<file path="src/rtl/seq_writeback_regfile.sv">
// seq_writeback_regfile: write-back stage and architectural register file
// for the SEQ Y86-64 processor. It decodes dstE/dstM from the retiring
// instruction, commits valE/valM on the rising clock edge, and tracks a
// sticky halt state.
// Optional feature: define SEQ_WB_RETIRE_COUNT_EN to add the 64-bit
// retire_count output, which counts committed instructions.
module seq_writeback_regfile #(
  parameter logic [63:0] RSP_INIT = 64'h0000_0000_0000_0200,
  parameter int          NUM_REGS = 15
) (
  input  logic        clk,
  input  logic        reset,
  input  logic        instr_valid,
  input  logic [3:0]  icode,
  input  logic [3:0]  rA,
  input  logic [3:0]  rB,
  input  logic        cnd,
  input  logic [63:0] valE,
  input  logic [63:0] valM,
  input  logic [1:0]  stat,
  output logic [63:0] rax,
  output logic [63:0] rcx,
  output logic [63:0] rdx,
  output logic [63:0] rbx,
  output logic [63:0] rsp,
  output logic [63:0] rbp,
  output logic [63:0] rsi,
  output logic [63:0] rdi,
  output logic [63:0] r8,
  output logic [63:0] r9,
  output logic [63:0] r10,
  output logic [63:0] r11,
  output logic [63:0] r12,
  output logic [63:0] r13,
  output logic [63:0] r14,
  output logic [3:0]  dstE_q,
  output logic [3:0]  dstM_q,
  output logic        halted,
  output logic [1:0]  halt_code
`ifdef SEQ_WB_RETIRE_COUNT_EN
  ,
  output logic [63:0] retire_count
`endif
);

  localparam logic [3:0] REG_NONE  = 4'hF;
  localparam logic [3:0] REG_RSP   = 4'h4;
  localparam logic [1:0] STAT_AOK  = 2'd0;

  localparam logic [3:0] I_CMOVXX  = 4'h2;
  localparam logic [3:0] I_IRMOVQ  = 4'h3;
  localparam logic [3:0] I_MRMOVQ  = 4'h5;
  localparam logic [3:0] I_OPQ     = 4'h6;
  localparam logic [3:0] I_CALL    = 4'h8;
  localparam logic [3:0] I_RET     = 4'h9;
  localparam logic [3:0] I_PUSHQ   = 4'hA;
  localparam logic [3:0] I_POPQ    = 4'hB;

  typedef enum logic [0:0] {
    ST_RUN    = 1'b0,
    ST_HALTED = 1'b1
  } state_e;

  state_e      state_r;
  state_e      state_next_s;
  logic        commit_s;
  logic        fault_s;
  logic [3:0]  dst_e_s;
  logic [3:0]  dst_m_s;
  logic [63:0] regs_r [0:NUM_REGS-1];
  logic [3:0]  dst_e_q_r;
  logic [3:0]  dst_m_q_r;
  logic        halted_r;
  logic [1:0]  halt_code_r;

  // Destination decode for the E port (ALU result) and M port (memory result).
  always_comb begin
    dst_e_s = REG_NONE;
    dst_m_s = REG_NONE;
    case (icode)
      I_CMOVXX: begin
        if (cnd) begin
          dst_e_s = rB;
        end else begin
          dst_e_s = REG_NONE;
        end
      end
      I_IRMOVQ, I_OPQ:                  dst_e_s = rB;
      I_CALL, I_RET, I_PUSHQ:           dst_e_s = REG_RSP;
      I_POPQ: begin
        dst_e_s = REG_RSP;
        dst_m_s = rA;
      end
      I_MRMOVQ:                         dst_m_s = rA;
      default: begin
        dst_e_s = REG_NONE;
        dst_m_s = REG_NONE;
      end
    endcase
  end

  // Next-state logic: a valid non-AOK instruction in RUN halts the machine.
  always_comb begin
    state_next_s = state_r;
    commit_s     = 1'b0;
    fault_s      = 1'b0;
    case (state_r)
      ST_RUN: begin
        if (instr_valid) begin
          if (stat == STAT_AOK) begin
            commit_s = 1'b1;
          end else begin
            fault_s      = 1'b1;
            state_next_s = ST_HALTED;
          end
        end else begin
          state_next_s = ST_RUN;
        end
      end
      ST_HALTED: state_next_s = ST_HALTED;
      default:   state_next_s = ST_RUN;
    endcase
  end

  // State register; only reset leaves HALTED.
  always_ff @(posedge clk) begin
    if (reset) begin
      state_r <= ST_RUN;
    end else begin
      state_r <= state_next_s;
    end
  end

  // Register file commit; the M port is checked first so valM wins on dstE==dstM.
  always_ff @(posedge clk) begin
    if (reset) begin
      for (int i = 0; i < NUM_REGS; i++) begin
        regs_r[i] <= (4'(i) == REG_RSP) ? RSP_INIT : 64'd0;
      end
    end else if (commit_s) begin
      for (int i = 0; i < NUM_REGS; i++) begin
        if (dst_m_s == 4'(i)) begin
          regs_r[i] <= valM;
        end else if (dst_e_s == 4'(i)) begin
          regs_r[i] <= valE;
        end
      end
    end
  end

  // Last committed destinations, held across faults and halts.
  always_ff @(posedge clk) begin
    if (reset) begin
      dst_e_q_r <= REG_NONE;
      dst_m_q_r <= REG_NONE;
    end else if (commit_s) begin
      dst_e_q_r <= dst_e_s;
      dst_m_q_r <= dst_m_s;
    end
  end

  // Sticky halt flag and the status code that caused it.
  always_ff @(posedge clk) begin
    if (reset) begin
      halted_r    <= 1'b0;
      halt_code_r <= 2'd0;
    end else if (fault_s) begin
      halted_r    <= 1'b1;
      halt_code_r <= stat;
    end
  end

`ifdef SEQ_WB_RETIRE_COUNT_EN
  logic [63:0] retire_count_r;

  // Count committed instructions, wrapping naturally at 2^64.
  always_ff @(posedge clk) begin
    if (reset) begin
      retire_count_r <= 64'd0;
    end else if (commit_s) begin
      retire_count_r <= retire_count_r + 64'd1;
    end
  end

  assign retire_count = retire_count_r;
`endif

  assign rax       = regs_r[0];
  assign rcx       = regs_r[1];
  assign rdx       = regs_r[2];
  assign rbx       = regs_r[3];
  assign rsp       = regs_r[4];
  assign rbp       = regs_r[5];
  assign rsi       = regs_r[6];
  assign rdi       = regs_r[7];
  assign r8        = regs_r[8];
  assign r9        = regs_r[9];
  assign r10       = regs_r[10];
  assign r11       = regs_r[11];
  assign r12       = regs_r[12];
  assign r13       = regs_r[13];
  assign r14       = regs_r[14];
  assign dstE_q    = dst_e_q_r;
  assign dstM_q    = dst_m_q_r;
  assign halted    = halted_r;
  assign halt_code = halt_code_r;

endmodule

</file>
<file path="config.mk">
export PLATFORM = sky130hd
export DESIGN_NAME = seq_writeback_regfile
export DESIGN_NICKNAME = d
export VERILOG_FILES = /design/src/rtl/seq_writeback_regfile.sv
export SDC_FILE = /design/constraint.sdc
export NUM_CORES = 1
export LEC_CHECK = 0
export CORE_AREA = 2 2 436 438
export DETAILED_ROUTE_END_ITERATION = 6
export DIE_AREA = 0 0 438 440
export REMOVE_ABC_BUFFERS = 1
export SETUP_SLACK_MARGIN = 0.2
export SLEW_MARGIN = 30
export SYNTH_ARGS = -nofsm -noshare
export SYNTH_HDL_FRONTEND = slang
export SYNTH_SLANG_ARGS = --single-unit
</file>
<file path="constraint.sdc">
create_clock -name clk -period 14.93 [get_ports clk]
set_input_delay 2.986 -clock clk [delete_from_list [all_inputs] [get_ports clk]]
set_output_delay 2.986 -clock clk [all_outputs]
set_load 0.01 [all_outputs]
</file>
## Word-level counts from Yosys, hierarchy flattened

Memories as Yosys holds them, arrays and structs flattened.
Index checks and enable logic that the tools add are counted.

| storage, ports and cells | value |
|---|---|
| memories | 1 |
| bits of input ports | 146 |
| RAM bits | 960 |
| register bits | 12 |
| logic and storage cells | 256 |

| cells by class | value |
|---|---|
| reduce and logical (&&, ||, !) cells | 6 |
| bitwise logic cells | 31 |
| equal/unequal tests | 36 |
| muxes and demuxes | 177 |

Memories:

| memory | words | bits a word | rd ports | clocked after Yosys merged registers in | wr ports | RTL line | RTL |
|---|---|---|---|---|---|---|---|
| regs_r | 15 | 64 | 15 | 0 | 15 | 70 | `logic [63:0] regs_r [0:NUM_REGS-1];` |

Operators with widths:

| operator | number |
|---|---|
| $mux W64 | 30 |
| $mux W1 | 143 |
| $eq A4 B4 Y1 const B | 18 |
| $eq A4 B3 Y1 const B | 10 |
| $or A1 B1 Y1 | 30 |
| $eq A4 B2 Y1 const B | 6 |
| $pmux W4 S3 | 1 |
| $eq A4 B1 Y1 const B | 2 |
| $logic_not A4 Y1 | 2 |
| $mux W4 | 2 |
| $reduce_or A2 Y1 | 2 |
| $reduce_or A4 Y1 | 1 |
| $logic_not A2 Y1 | 1 |
| $pmux W1 S2 | 1 |
| $not A1 Y1 | 1 |

## Depth between registers and ports, before layout

| depth | value |
|---|---|
| depth after elaboration | 10 |
| depth in mapped cells | 9 |
| depth with buffers taken out | 5 |

## Worst setup path after synthesis

No wires, ideal clock.

| timing | value |
|---|---|
| path type | input-to-reg |
| from | in icode[2] |
| to | mem regs_r[12][0] (netlist: regs_r[1][256]), enable pin |
| buffers on the path | 2 |
| arrival | 11.363 ns |
| setup slack | 2.861 ns |
| stages | 6 |
| library setup time | 0.706 ns |
| path through | buf_2 and3b_1 o21ai_1 clkbuf_1 a21oi_1 o311ai_0 |

RTL lines:

| element | RTL line | RTL |
|---|---|---|
| start: declaration | 14 | `input logic [3:0] icode,` |
| end: declaration | 70 |  |

==> flow_summary.ini <==
[floorplan]
die_w_microns = 438
die_area_sq_um = 193000
core.rowCount = 160
die_y_microns = 440
coreArea_sq_um = 189000
initial_core_util_pct = 22.0
pin_count = 1117

[timing]
layout_worst_path_cycle_share_pct = 49.8
finalMaxSlewViolations = 0
hold_viol_final = 0
period_needed_ns = 7.43
rsz0062_at_grt = no
fmax_ghz = 0.135
fin_worst_skew_ns = 0.0525
layout_setup_ws_ns = 7.50
holdWs_ns = 0.464
worst_pin_slew_ns = 1.11
final-setup-viol-count = 0
slew_headroom_pct = 26.1

[power]
peakVddDrop_uv = 109
p_per_area_nw_per_um2 = 113
p_leak_nw = 20.1

[worst_setup_path]
cp_max_fo = 127
critical_path_class = in -> reg
crit_family = buffers and inverters
crit_chain = clkdlybuf4s50_1, or4b_1, nor2_4, buf_16, buf_12, buf_4, buf_4, nand2_1, o22ai_1
slowest_stage = or4b_1
crit_buf_inv = 5
worstPathArrival_ns = 7.97
cpMostUsedCell = buf_4
worstSetupEndpointType = register
start_kind = input pin
worstPathRequired_ns = 15.47
slowest_delay_ns = 0.90

[grt]
grt_pass1_vias = 31400
globalRouteOverflowTotal = 0
grt_max_degree = 128
antenna_found_initial = 20
grt_pass1_wl_microns = 285000
grt_usage_pct = 21.6

[route]
drt_pass1_iterations = 6
via_per_inst = 5.32
wl_per_cell_microns = 35.1
ant_nets = 0
first_iter_violations = 4193
via_count = 33300
drc = 0
routed_wl_microns = 220000

[clock_network]
clk_latency_ns = 0.75
cts_setup_buffers = 0
cts_resized = 0
clk_pin_slew_ns = 0.06
clockBufferDepth = 3
cts_buffers = 110
cts_max_level = 3
cts.sinks = 972
cts-root-buf = clkbuf_16
cts_tree = built
cts_hold_buffers = 0

[yosys]
synth_top_family_by_area = compound AO/OA/AOI/OAI gates
synthAdderAreaFrac_pct = 0
seq_area_frac_synth_pct = 70.1
synth-simple-area-share_pct = 3.92
yosysUniqueCellTypes = 55
muxShareOfSynthArea_pct = 4.64
netlist_instances = 2712
yosys.area.top_type = edfxtp_1
ys.flop_type = edfxtp_1
synth_edf_count = 960
ys_ff_latch = 972
synth_top_area_share_pct = 69.5
synth_compound_area_share_pct = 17.2
netlist_area_sq_um = 41500
syn_area_per_cell_sq_um = 15.3
synthArstFlopShare_pct = 0
synth_area_leaders = edfxtp_1 70%, a32o_1 7.7%, a22o_1 6.8%, mux2i_1 4.6%, clkbuf_1 2.5%
yosys_warnings = 0
synth-xor-area-share_pct = 0

[final_layout]
fillCellCount = 18800
layout_commonest_cell = clkdlybuf4s50_1
final_cell_mix = 1111 x clkdlybuf4s50_1, 960 x edfxtp_1, 320 x a22o_1, 319 x a32o_1, 208 x nand2_1
final_nets = 3800
synthToLayoutAreaGrowth_pct = 41.6
drive_gt1_share_pct = 8.31
stdcell_count = 6259

[min_path]
hold_path.class = reg -> reg

[placed_design]
dp_hpwl_microns = 144000
pre_cts_slack_ns = 6.54
post-place-cells = 6052
portBuffers = 1116
gp_congestion = 0.852

[outcome]
status = complete, no violations

[job]
drv_cap = 0
## worst paths after layout
check / to / from / depth (start not counted) / slack (ns)
worst max-delay path: regs_r[1][164] / stat[1] / 9 / 7.50
worst min-delay path: halt_code[0] / halt_code[0] / 2 / 0.46
worst max register to register: regs_r[1][164] / state_r / 8 / 9.95
worst min register to register: halt_code[0] / halt_code[0] / 2 / 0.46
## cell families (layout without fill, tap and decap cells)
kind of cell | after synthesis | in the layout
simple gates | 361 | 361
mux | 192 | 192
flops | 972 | 972
compound gates | 798 | 798
other cells | 0 | 4
buf+inv | 389 | 1421
## worst min-delay path, cell delays in order (launching register included)
cell	delay, ns
dfxtp_1	0.31
nand2_1	0.05
a21oi_1	0.05
## stage by stage
| stage | instance area, sq um | power, mW | util (%) | setup TNS, ns |
|---|---|---|---|---|
| floorplan | 39800 | 3.44 | - | -483.12 |
| global placement | 55000 | 4.01 | 29.2 | 0 |
| detailed placement | 55200 | 4.02 | 29.3 | 0 |
| CTS | 58700 | 6.66 | 31.1 | 0 |
| global route | 58700 | 6.77 | 31.1 | 0 |
| finish | 58700 | 6.62 | 31.1 | 0 |
## cells in the mapped netlist, drive strengths merged, types with 5 or more instances
| library cell | instances |
|---|---|
| dfxtp | 12 |
| nor3 | 13 |
| nor2b | 5 |
| o22ai | 65 |
| mux2i | 192 |
| a32o | 319 |
| a22oi | 63 |
| clkbuf | 275 |
| nand2 | 212 |
| nor4 | 12 |
| edfxtp | 960 |
| a21oi | 8 |
| o21ai | 6 |
| nor2 | 83 |
| a22o | 320 |
| or3 | 11 |
| buf | 110 |
## cell type report
| type | instances | area, sq um | area share (%) |
|---|---|---|---|
| diodes | 4 | 10.0 | 0.0171 |
| clock buffers | 137 | 2900 | 4.93 |
| clock inverters | 65 | 537 | 0.914 |
| inverters | 4 | 20.0 | 0.0341 |
| multi-input cells | 1351 | 10900 | 18.6 |
| flip-flops and latches | 972 | 29100 | 49.5 |
| well taps | 2511 | 3140 | 5.35 |
| repair buffers | 1215 | 12100 | 20.6 |
## flip-flops by register name (all words and copies together) (netlist names)
name / cells
dstM_q: 4
halt_code: 2
state_r: 1
dstE_q: 4
regs_r: 960
halted: 1
## layer usage
metal  vias to the layer above  wire length, microns  part of all wire [%]  global-route usage (%)
met2                      2739                102000                    46                    34.4
met5                         -                     0                     0                       0
met1                     17100                 81300                    37                    26.8
li1                      12900                     -                     -                       -
met4                         0                 13600                   6.2                    11.6
met3                       570                 23200                    11                    5.50
## power breakdown
group	total, mW	internal [mW]	switching (mW)
combinational	0.773	0.303	0.470
sequential	3.19	3.14	0.0508
clock	2.65	1.45	1.20
(Power assumes the default switching activity.)
